### config.mk
export PLATFORM = sky130hd
export DESIGN_NAME = mem_stage_dcache_flat
export DESIGN_NICKNAME = d
export VERILOG_FILES = /design/src/rtl/mem_stage_dcache_pkg.sv /design/src/rtl/mem_stage_dcache_if.sv /design/src/rtl/mem_stage_dcache_array.sv /design/src/rtl/mem_stage_dcache.sv /design/src/flat_wrapper.sv
export SDC_FILE = /design/constraint.sdc
export NUM_CORES = 2
export LEC_CHECK = 0
export CORE_UTILIZATION = 50
export CTS_CLUSTER_DIAMETER = 60
export DETAILED_ROUTE_END_ITERATION = 7
export PLACE_DENSITY = 0.66
export REMOVE_ABC_BUFFERS = 1
export SYNTH_ARGS = -nofsm -noshare
export SYNTH_HDL_FRONTEND = slang
export SYNTH_SLANG_ARGS = --single-unit
export TNS_END_PERCENT = 50
### constraint.sdc
create_clock -name clk -period 9.88 [get_ports clk]
set_input_delay 1.976 -clock clk [delete_from_list [all_inputs] [get_ports clk]]
set_output_delay 1.976 -clock clk [all_outputs]
set_load 0.005 [all_outputs]
### src/rtl/mem_stage_dcache_pkg.sv
// Shared types and address-field width helpers for the MEM-stage data cache.
package dcache_pkg;

    typedef enum logic [1:0] {
        IDLE   = 2'd0,
        REFILL = 2'd1,
        WRITE  = 2'd2
    } dcache_state_e;

    function automatic int offset_w(input int words);
        return $clog2(words);
    endfunction

    function automatic int index_w(input int lines);
        return $clog2(lines);
    endfunction

    // Byte-offset bits [1:0] are never part of the tag.
    function automatic int tag_w(input int lines, input int words);
        return 30 - offset_w(words) - index_w(lines);
    endfunction

endpackage

### src/rtl/mem_stage_dcache_if.sv
// Word-wide main-memory port of the data cache.
interface mem_stage_dcache_if;
    // Handshake: the cache raises mem_req with mem_we/mem_addr/mem_wdata stable
    // and holds them until memory answers with mem_ack for exactly one cycle per
    // word; mem_rdata is valid only with mem_ack, and mem_ack without mem_req is ignored.
    logic        mem_req;
    logic        mem_we;
    logic [31:0] mem_addr;
    logic [31:0] mem_wdata;
    logic        mem_ack;
    logic [31:0] mem_rdata;

    modport master (
        output mem_req, mem_we, mem_addr, mem_wdata,
        input  mem_ack, mem_rdata
    );

    modport slave (
        input  mem_req, mem_we, mem_addr, mem_wdata,
        output mem_ack, mem_rdata
    );
endinterface

### src/rtl/mem_stage_dcache_array.sv
// Direct-mapped tag/valid/data storage with combinational read and one word-write port.
module dcache_array #(
    parameter int INDEX_W  = 4,
    parameter int OFFSET_W = 2,
    parameter int TAG_W    = 24
) (
    input  logic                clk,
    input  logic                rst_n,
    input  logic [INDEX_W-1:0]  index,
    input  logic [OFFSET_W-1:0] rd_offset,
    input  logic                word_we,
    input  logic [OFFSET_W-1:0] wr_offset,
    input  logic [31:0]         wr_word,
    input  logic                fill_we,
    input  logic [TAG_W-1:0]    fill_tag,
    output logic [TAG_W-1:0]    rd_tag,
    output logic                rd_valid,
    output logic [31:0]         rd_word
);
    localparam int LINES = 1 << INDEX_W;
    localparam int WORDS = 1 << OFFSET_W;

    logic [31:0]      data_q [LINES][WORDS];
    logic [TAG_W-1:0] tag_q  [LINES];
    logic [LINES-1:0] valid_q;

    always_ff @(posedge clk) begin
        if (!rst_n) begin
            valid_q <= '0;
        end else if (fill_we) begin
            valid_q[index] <= 1'b1;
        end
    end

    always_ff @(posedge clk) begin
        if (word_we) begin
            data_q[index][wr_offset] <= wr_word;
        end
        if (fill_we) begin
            tag_q[index] <= fill_tag;
        end
    end

    assign rd_tag   = tag_q[index];
    assign rd_valid = valid_q[index];
    assign rd_word  = data_q[index][rd_offset];
endmodule

### src/rtl/mem_stage_dcache.sv
// Write-through, no-write-allocate direct-mapped data cache for the MEM stage.
module mem_stage_dcache
    import dcache_pkg::*;
#(
    parameter int LINES = 16,
    parameter int WORDS = 4
) (
    input  logic                clk,
    input  logic                rst_n,
    input  logic                mem_read,
    input  logic                mem_write,
    input  logic [31:0]         addr,
    input  logic [31:0]         write_data,
    output logic                hit,
    output logic [31:0]         read_data,
    output dcache_state_e       state_dbg,
    mem_stage_dcache_if.master  mem
);
    localparam int OFFSET_W = offset_w(WORDS);
    localparam int INDEX_W  = index_w(LINES);
    localparam int TAG_W    = tag_w(LINES, WORDS);

    dcache_state_e       state_q, state_d;
    logic [OFFSET_W-1:0] cnt_q, cnt_d;

    logic [OFFSET_W-1:0] offset;
    logic [INDEX_W-1:0]  index;
    logic [TAG_W-1:0]    tag;
    logic                unused_byte_bits;

    assign offset           = addr[OFFSET_W+1:2];
    assign index            = addr[OFFSET_W+INDEX_W+1:OFFSET_W+2];
    assign tag              = addr[31:OFFSET_W+INDEX_W+2];
    assign unused_byte_bits = ^addr[1:0];

    logic [TAG_W-1:0]    rd_tag;
    logic                rd_valid;
    logic [31:0]         rd_word;
    logic                lookup_hit;
    logic                word_we;
    logic [OFFSET_W-1:0] wr_offset;
    logic [31:0]         wr_word;
    logic                fill_we;
    logic                req, we;
    logic [31:0]         maddr, wdata;

    dcache_array #(
        .INDEX_W (INDEX_W),
        .OFFSET_W(OFFSET_W),
        .TAG_W   (TAG_W)
    ) u_array (
        .clk      (clk),
        .rst_n    (rst_n),
        .index    (index),
        .rd_offset(offset),
        .word_we  (word_we),
        .wr_offset(wr_offset),
        .wr_word  (wr_word),
        .fill_we  (fill_we),
        .fill_tag (tag),
        .rd_tag   (rd_tag),
        .rd_valid (rd_valid),
        .rd_word  (rd_word)
    );

    assign lookup_hit = rd_valid && (rd_tag == tag);

    always_ff @(posedge clk) begin
        if (!rst_n) begin
            state_q <= IDLE;
            cnt_q   <= '0;
        end else begin
            state_q <= state_d;
            cnt_q   <= cnt_d;
        end
    end

    // Everything is gated by rst_n so reset also silences the outputs combinationally.
    always_comb begin
        state_d   = state_q;
        cnt_d     = cnt_q;
        hit       = 1'b0;
        read_data = '0;
        req       = 1'b0;
        we        = 1'b0;
        maddr     = '0;
        wdata     = '0;
        word_we   = 1'b0;
        wr_offset = offset;
        wr_word   = write_data;
        fill_we   = 1'b0;
        if (rst_n) begin
            case (state_q)
                IDLE: begin
                    if (mem_write) begin
                        state_d = WRITE;
                    end else if (mem_read) begin
                        if (lookup_hit) begin
                            hit       = 1'b1;
                            read_data = rd_word;
                        end else begin
                            state_d = REFILL;
                            cnt_d   = '0;
                        end
                    end else begin
                        hit = 1'b1;
                    end
                end
                REFILL: begin
                    req   = 1'b1;
                    maddr = {addr[31:OFFSET_W+2], cnt_q, 2'b00};
                    if (mem.mem_ack) begin
                        word_we   = 1'b1;
                        wr_offset = cnt_q;
                        wr_word   = mem.mem_rdata;
                        cnt_d     = cnt_q + 1'b1;
                        // Valid only on the last word so a partial line never hits.
                        if (cnt_q == OFFSET_W'(WORDS - 1)) begin
                            fill_we = 1'b1;
                            state_d = IDLE;
                        end
                    end
                end
                WRITE: begin
                    req   = 1'b1;
                    we    = 1'b1;
                    maddr = {addr[31:2], 2'b00};
                    wdata = write_data;
                    if (mem.mem_ack) begin
                        hit     = 1'b1;
                        word_we = lookup_hit;
                        state_d = IDLE;
                    end
                end
                default: state_d = IDLE;
            endcase
        end
    end

    assign mem.mem_req   = req;
    assign mem.mem_we    = we;
    assign mem.mem_addr  = maddr;
    assign mem.mem_wdata = wdata;
    assign state_dbg     = state_q;
endmodule

### src/flat_wrapper.sv
// flat-port wrapper written by rule: the top's interface ports become plain ports
module mem_stage_dcache_flat import dcache_pkg::*;
#(
    parameter int LINES = 16,
    parameter int WORDS = 4
)
  (clk, rst_n, mem_read, mem_write, addr, write_data, hit, read_data, state_dbg, mem_mem_req, mem_mem_we, mem_mem_addr, mem_mem_wdata, mem_mem_ack, mem_mem_rdata);
  mem_stage_dcache_if mem_i ();
  input  logic clk;
  input  logic rst_n;
  input  logic mem_read;
  input  logic mem_write;
  input  logic [31:0] addr;
  input  logic [31:0] write_data;
  output logic hit;
  output logic [31:0] read_data;
  output dcache_state_e state_dbg;
  output wire logic [$bits(mem_i.mem_req)-1:0] mem_mem_req;
  output wire logic [$bits(mem_i.mem_we)-1:0] mem_mem_we;
  output wire logic [$bits(mem_i.mem_addr)-1:0] mem_mem_addr;
  output wire logic [$bits(mem_i.mem_wdata)-1:0] mem_mem_wdata;
  input wire logic [$bits(mem_i.mem_ack)-1:0] mem_mem_ack;
  input wire logic [$bits(mem_i.mem_rdata)-1:0] mem_mem_rdata;
  assign mem_mem_req = mem_i.mem_req;
  assign mem_mem_we = mem_i.mem_we;
  assign mem_mem_addr = mem_i.mem_addr;
  assign mem_mem_wdata = mem_i.mem_wdata;
  assign mem_i.mem_ack = mem_mem_ack;
  assign mem_i.mem_rdata = mem_mem_rdata;
  mem_stage_dcache #(.LINES(LINES), .WORDS(WORDS)) u_core (.clk(clk), .rst_n(rst_n), .mem_read(mem_read), .mem_write(mem_write), .addr(addr), .write_data(write_data), .hit(hit), .read_data(read_data), .state_dbg(state_dbg), .mem(mem_i));
endmodule
==> flow_summary.ini <==
[power]
power_frac_clock_pct = 41.0
combPwrFrac_pct = 5.4
vdd_drop_max_mv = 0.203
p_seq_share_pct = 53.6
swShare_pct = 21.2
p_leak_nw = 33.7
p_per_area_nw_per_um2 = 198
switching_power_mw = 4.54
finalPower_mw = 21.5
power.internal_mw = 16.9

[setup_path]
rrSetupSlack_ns = 4.53
worstPathRequired_ns = 7.90
crit_arrival_ns = 7.02
path_class = in -> out
worst_setup_path_end_kind = output pin
cp_max_fo = 57
reg2reg_depth = 12
critPathLaunch = addr[5]
rr_startpoint = u_core.u_array.tag_q[2][6]
start_kind = primary input
setup.worst_path.end = read_data[21]
r2r-end = u_core.u_array.data_q[3][74]

[sta]
clock.fmax_mhz = 111
tightest_slew_ns = 1.32
timing_hold_violations_final = 0
relSlewSlack_pct = 12.3
fin_crit_sh_pct = 91.1
setup_viol = 0
tns_ns = 0
fin_crit_ns = 9.00
grt_setup_unrepaired = no
drv_slew = 0
skew_ns = 0.0502

[routing]
wl_met1_um = 90900
viasPerCell = 6.27
dr_wl_met3_um = 22600
wl_per_cell_um = 33.0
ant_nets = 0
highest_layer = met5
drcViolationCount = 2
drtIter0Drc = 6066
first_pass_iters = 7
wl_um = 236000
wl_met2_um = 114000
vias = 44800

[logic_synthesis]
syn_avg_cell_area_sq_um = 23.4
yosysWarnings = 0
synth.distinct_cells = 56
synth-main-ff-cell = edfxtp_1
ys_seq_area_share_pct = 77.3
syn-cell-area_sq_um = 95000
synth_edf_count = 2432
yosys-top-cells-area = edfxtp_1 (77%), mux4_2 (18%), mux2i_1 (0.68%)
synth_top_area_cell = edfxtp_1
ys_ff_latch = 2452
synthCells = 4053
ys_async_sr_fraction_pct = 0
synth_top_area_share_pct = 76.9

[clock_tree]
cts_buffer_depth = 3
cts_buffers = 231
cts_setup_buffers = 0
cts_tree = built
numClockSinks = 2452
clockRootBuffer = clkbuf_16
worstSkewPairLatency_ns = 0.87
clkTransAtPathRegs_ns = 0.06
htree_levels = 4
holdBufCountCts = 0
postCtsResizedCells = 0

[global_route]
grt_util_all_layers_pct = 24.8
grt_max_degree = 120
grt_first_pass_wirelength_um = 333000
overflow = 0
grt_pass1_vias = 45100
antenna_found_initial = 28

[cells_and_area]
drive_gt1_share_pct = 29.7
nNetsFinal = 4516
area_delta_synth_final_pct = 14.3
fill_cells = 13500

[flow_run]
maxCapViolCount = 0

[placed_design]
io_buffers = 197
place_congestion = 0.820
place_hpwl_um = 127000

[floorplanning]
die_w_um = 438
die_area_sq_um = 192000
ios = 202
die_y_um = 438
core_area_sq_um = 188000
row_count = 159
initial_utilization_pct = 50.5

[status]
status = finished with violations
failed_checks = DRC

[hold_path]
min_path_type = reg -> reg
[power groups by stage]
stage,combinational [mW],sequential (mW),clock (mW)
6_report,1.16,11.5,8.80
5_1_grt,1.23,11.5,9.29
4_1_cts,1.16,11.5,8.90
3_5_place_dp,1.16,11.7,0
3_3_place_gp,1.14,11.7,0
2_1_floorplan,0.568,11.7,0
[final cells by class]
| class | count | area (sq um) | area share [%] |
|---|---|---|---|
| sequential | 2452 | 73400 | 67.6 |
| multi-input combinational | 1352 | 21100 | 19.4 |
| clock buffer | 280 | 6030 | 5.55 |
| timing repair buffer | 356 | 3290 | 3.03 |
| tap | 2495 | 3120 | 2.87 |
| clock inverter | 156 | 1490 | 1.37 |
| antenna | 38 | 95.1 | 0.0876 |
| inverter | 18 | 75.1 | 0.0691 |
[how the worst min path moves through the flow]
stage	from	endpoint	slack, ns	cells past startpoint
final	u_core.u_array.valid_q[15]	u_core.u_array.valid_q[15]	0.46	1
after global routing	u_core.u_array.valid_q[6]	u_core.u_array.valid_q[6]	0.49	1
after CTS	u_core.u_array.valid_q[13]	u_core.u_array.valid_q[13]	0.47	1
after detailed placement	u_core.u_array.valid_q[15]	u_core.u_array.valid_q[15]	0.45	1
after global placement	u_core.u_array.valid_q[6]	u_core.u_array.valid_q[6]	0.44	1
after floorplan	u_core.u_array.valid_q[10]	u_core.u_array.valid_q[10]	0.44	1
[synthesized netlist by cell type (7+ instances only)]
cell and number:
mux2i_1 65, nand3_1 11, o21ai_0 13, xor2_1 7
inv_1 17, buf_2 14, edfxtp_1 2432, a21oi_1 13
and2_1 20, a22o_1 9, nand2b_1 7, mux4_2 748
o21a_1 17, buf_4 9, nor2b_1 40, nor3_1 87
xnor2_1 14, a22oi_1 14, and3_1 40, nand2_1 148
dfxtp_1 20, nor2_1 28, buf_1 53, clkbuf_1 154
[critical path, stage by stage]
cell             delay (ns)
buf_8                  0.31
nor2b_1                0.56
buf_4                  0.27
a221o_1                0.16
o22ai_1                0.09
xor2_1                 0.17
a311oi_1               0.37
or4b_4                 0.53
nor4_4                 0.44
or4b_4                 0.74
nor2b_1                0.47
clkdlybuf4s50_1        0.60
[state kept, by name, summed over array words and instances (netlist names)]
signal	count
u_core.cnt_q	2
u_core.state_dbg	2
u_core.u_array.data_q	2048
u_core.u_array.tag_q	384
u_core.u_array.valid_q	16
[cells in the final DEF, fill, tap and decap left out, drive strengths merged, types with 6 or more instances in the layout]
cell type | netlist | routed
and3 | 40 | 40
diode | 0 | 38
a2111oi | 6 | 6
clkinv | 0 | 116
clkdlybuf4s50 | 0 | 190
o21a | 17 | 17
a21oi | 13 | 13
mux2i | 65 | 65
nor3 | 87 | 87
nor2 | 28 | 28
o21ai | 13 | 13
dfxtp | 20 | 20
a22oi | 14 | 14
buf | 78 | 166
nand2b | 7 | 7
nand3 | 11 | 11
clkbuf | 154 | 280
inv | 18 | 26
and2 | 20 | 20
mux2 | 6 | 6
mux4 | 748 | 748
edfxtp | 2432 | 2432
a22o | 9 | 9
xor2 | 7 | 7
nand2 | 148 | 148
nor2b | 40 | 40
xnor2 | 14 | 14
clkinvlp | 0 | 8
bufinv | 0 | 24
[stage by stage]
step                setup WS, ns  instance area (sq um)  utilization (%)  std cells  hold slack (ns)
finish                     0.883                 109000             57.7       7147            0.464
global route               0.642                 109000             57.7       7146            0.486
CTS                        0.777                 109000             57.7       7109            0.468
detailed placement         0.795                 101000             53.7       6673            0.454
global placement           0.798                 101000             53.7       6673            0.441
floorplan                  -2.91                  94100                -       3822            0.435
[layer usage]
layer / up-vias / track usage (%)
met4: 2 / 8.76
met2: 2260 / 39.3
met1: 24000 / 34.2
met5: - / 0
met3: 381 / 5.81
li1: 18100 / -
[cells by family (layout without fill, tap and decap cells)]
kind of cell             after synthesis  after routing  share of synthesized area [%]
flip-flops                          2452           2452                           77.3
multiplexers                         819            819                           18.5
AND/OR/NAND/NOR                      395            395                           2.04
buffers and inverters                250            810                           1.06
AO/OA/AOI/OAI                        111            111                          0.850
XOR/XNOR                              21             21                          0.194
adder cells (fa/ha/maj)                4              4                         0.0527
other                                  1             40                        0.00395
Note: power is estimated with default switching activity, not from simulation.
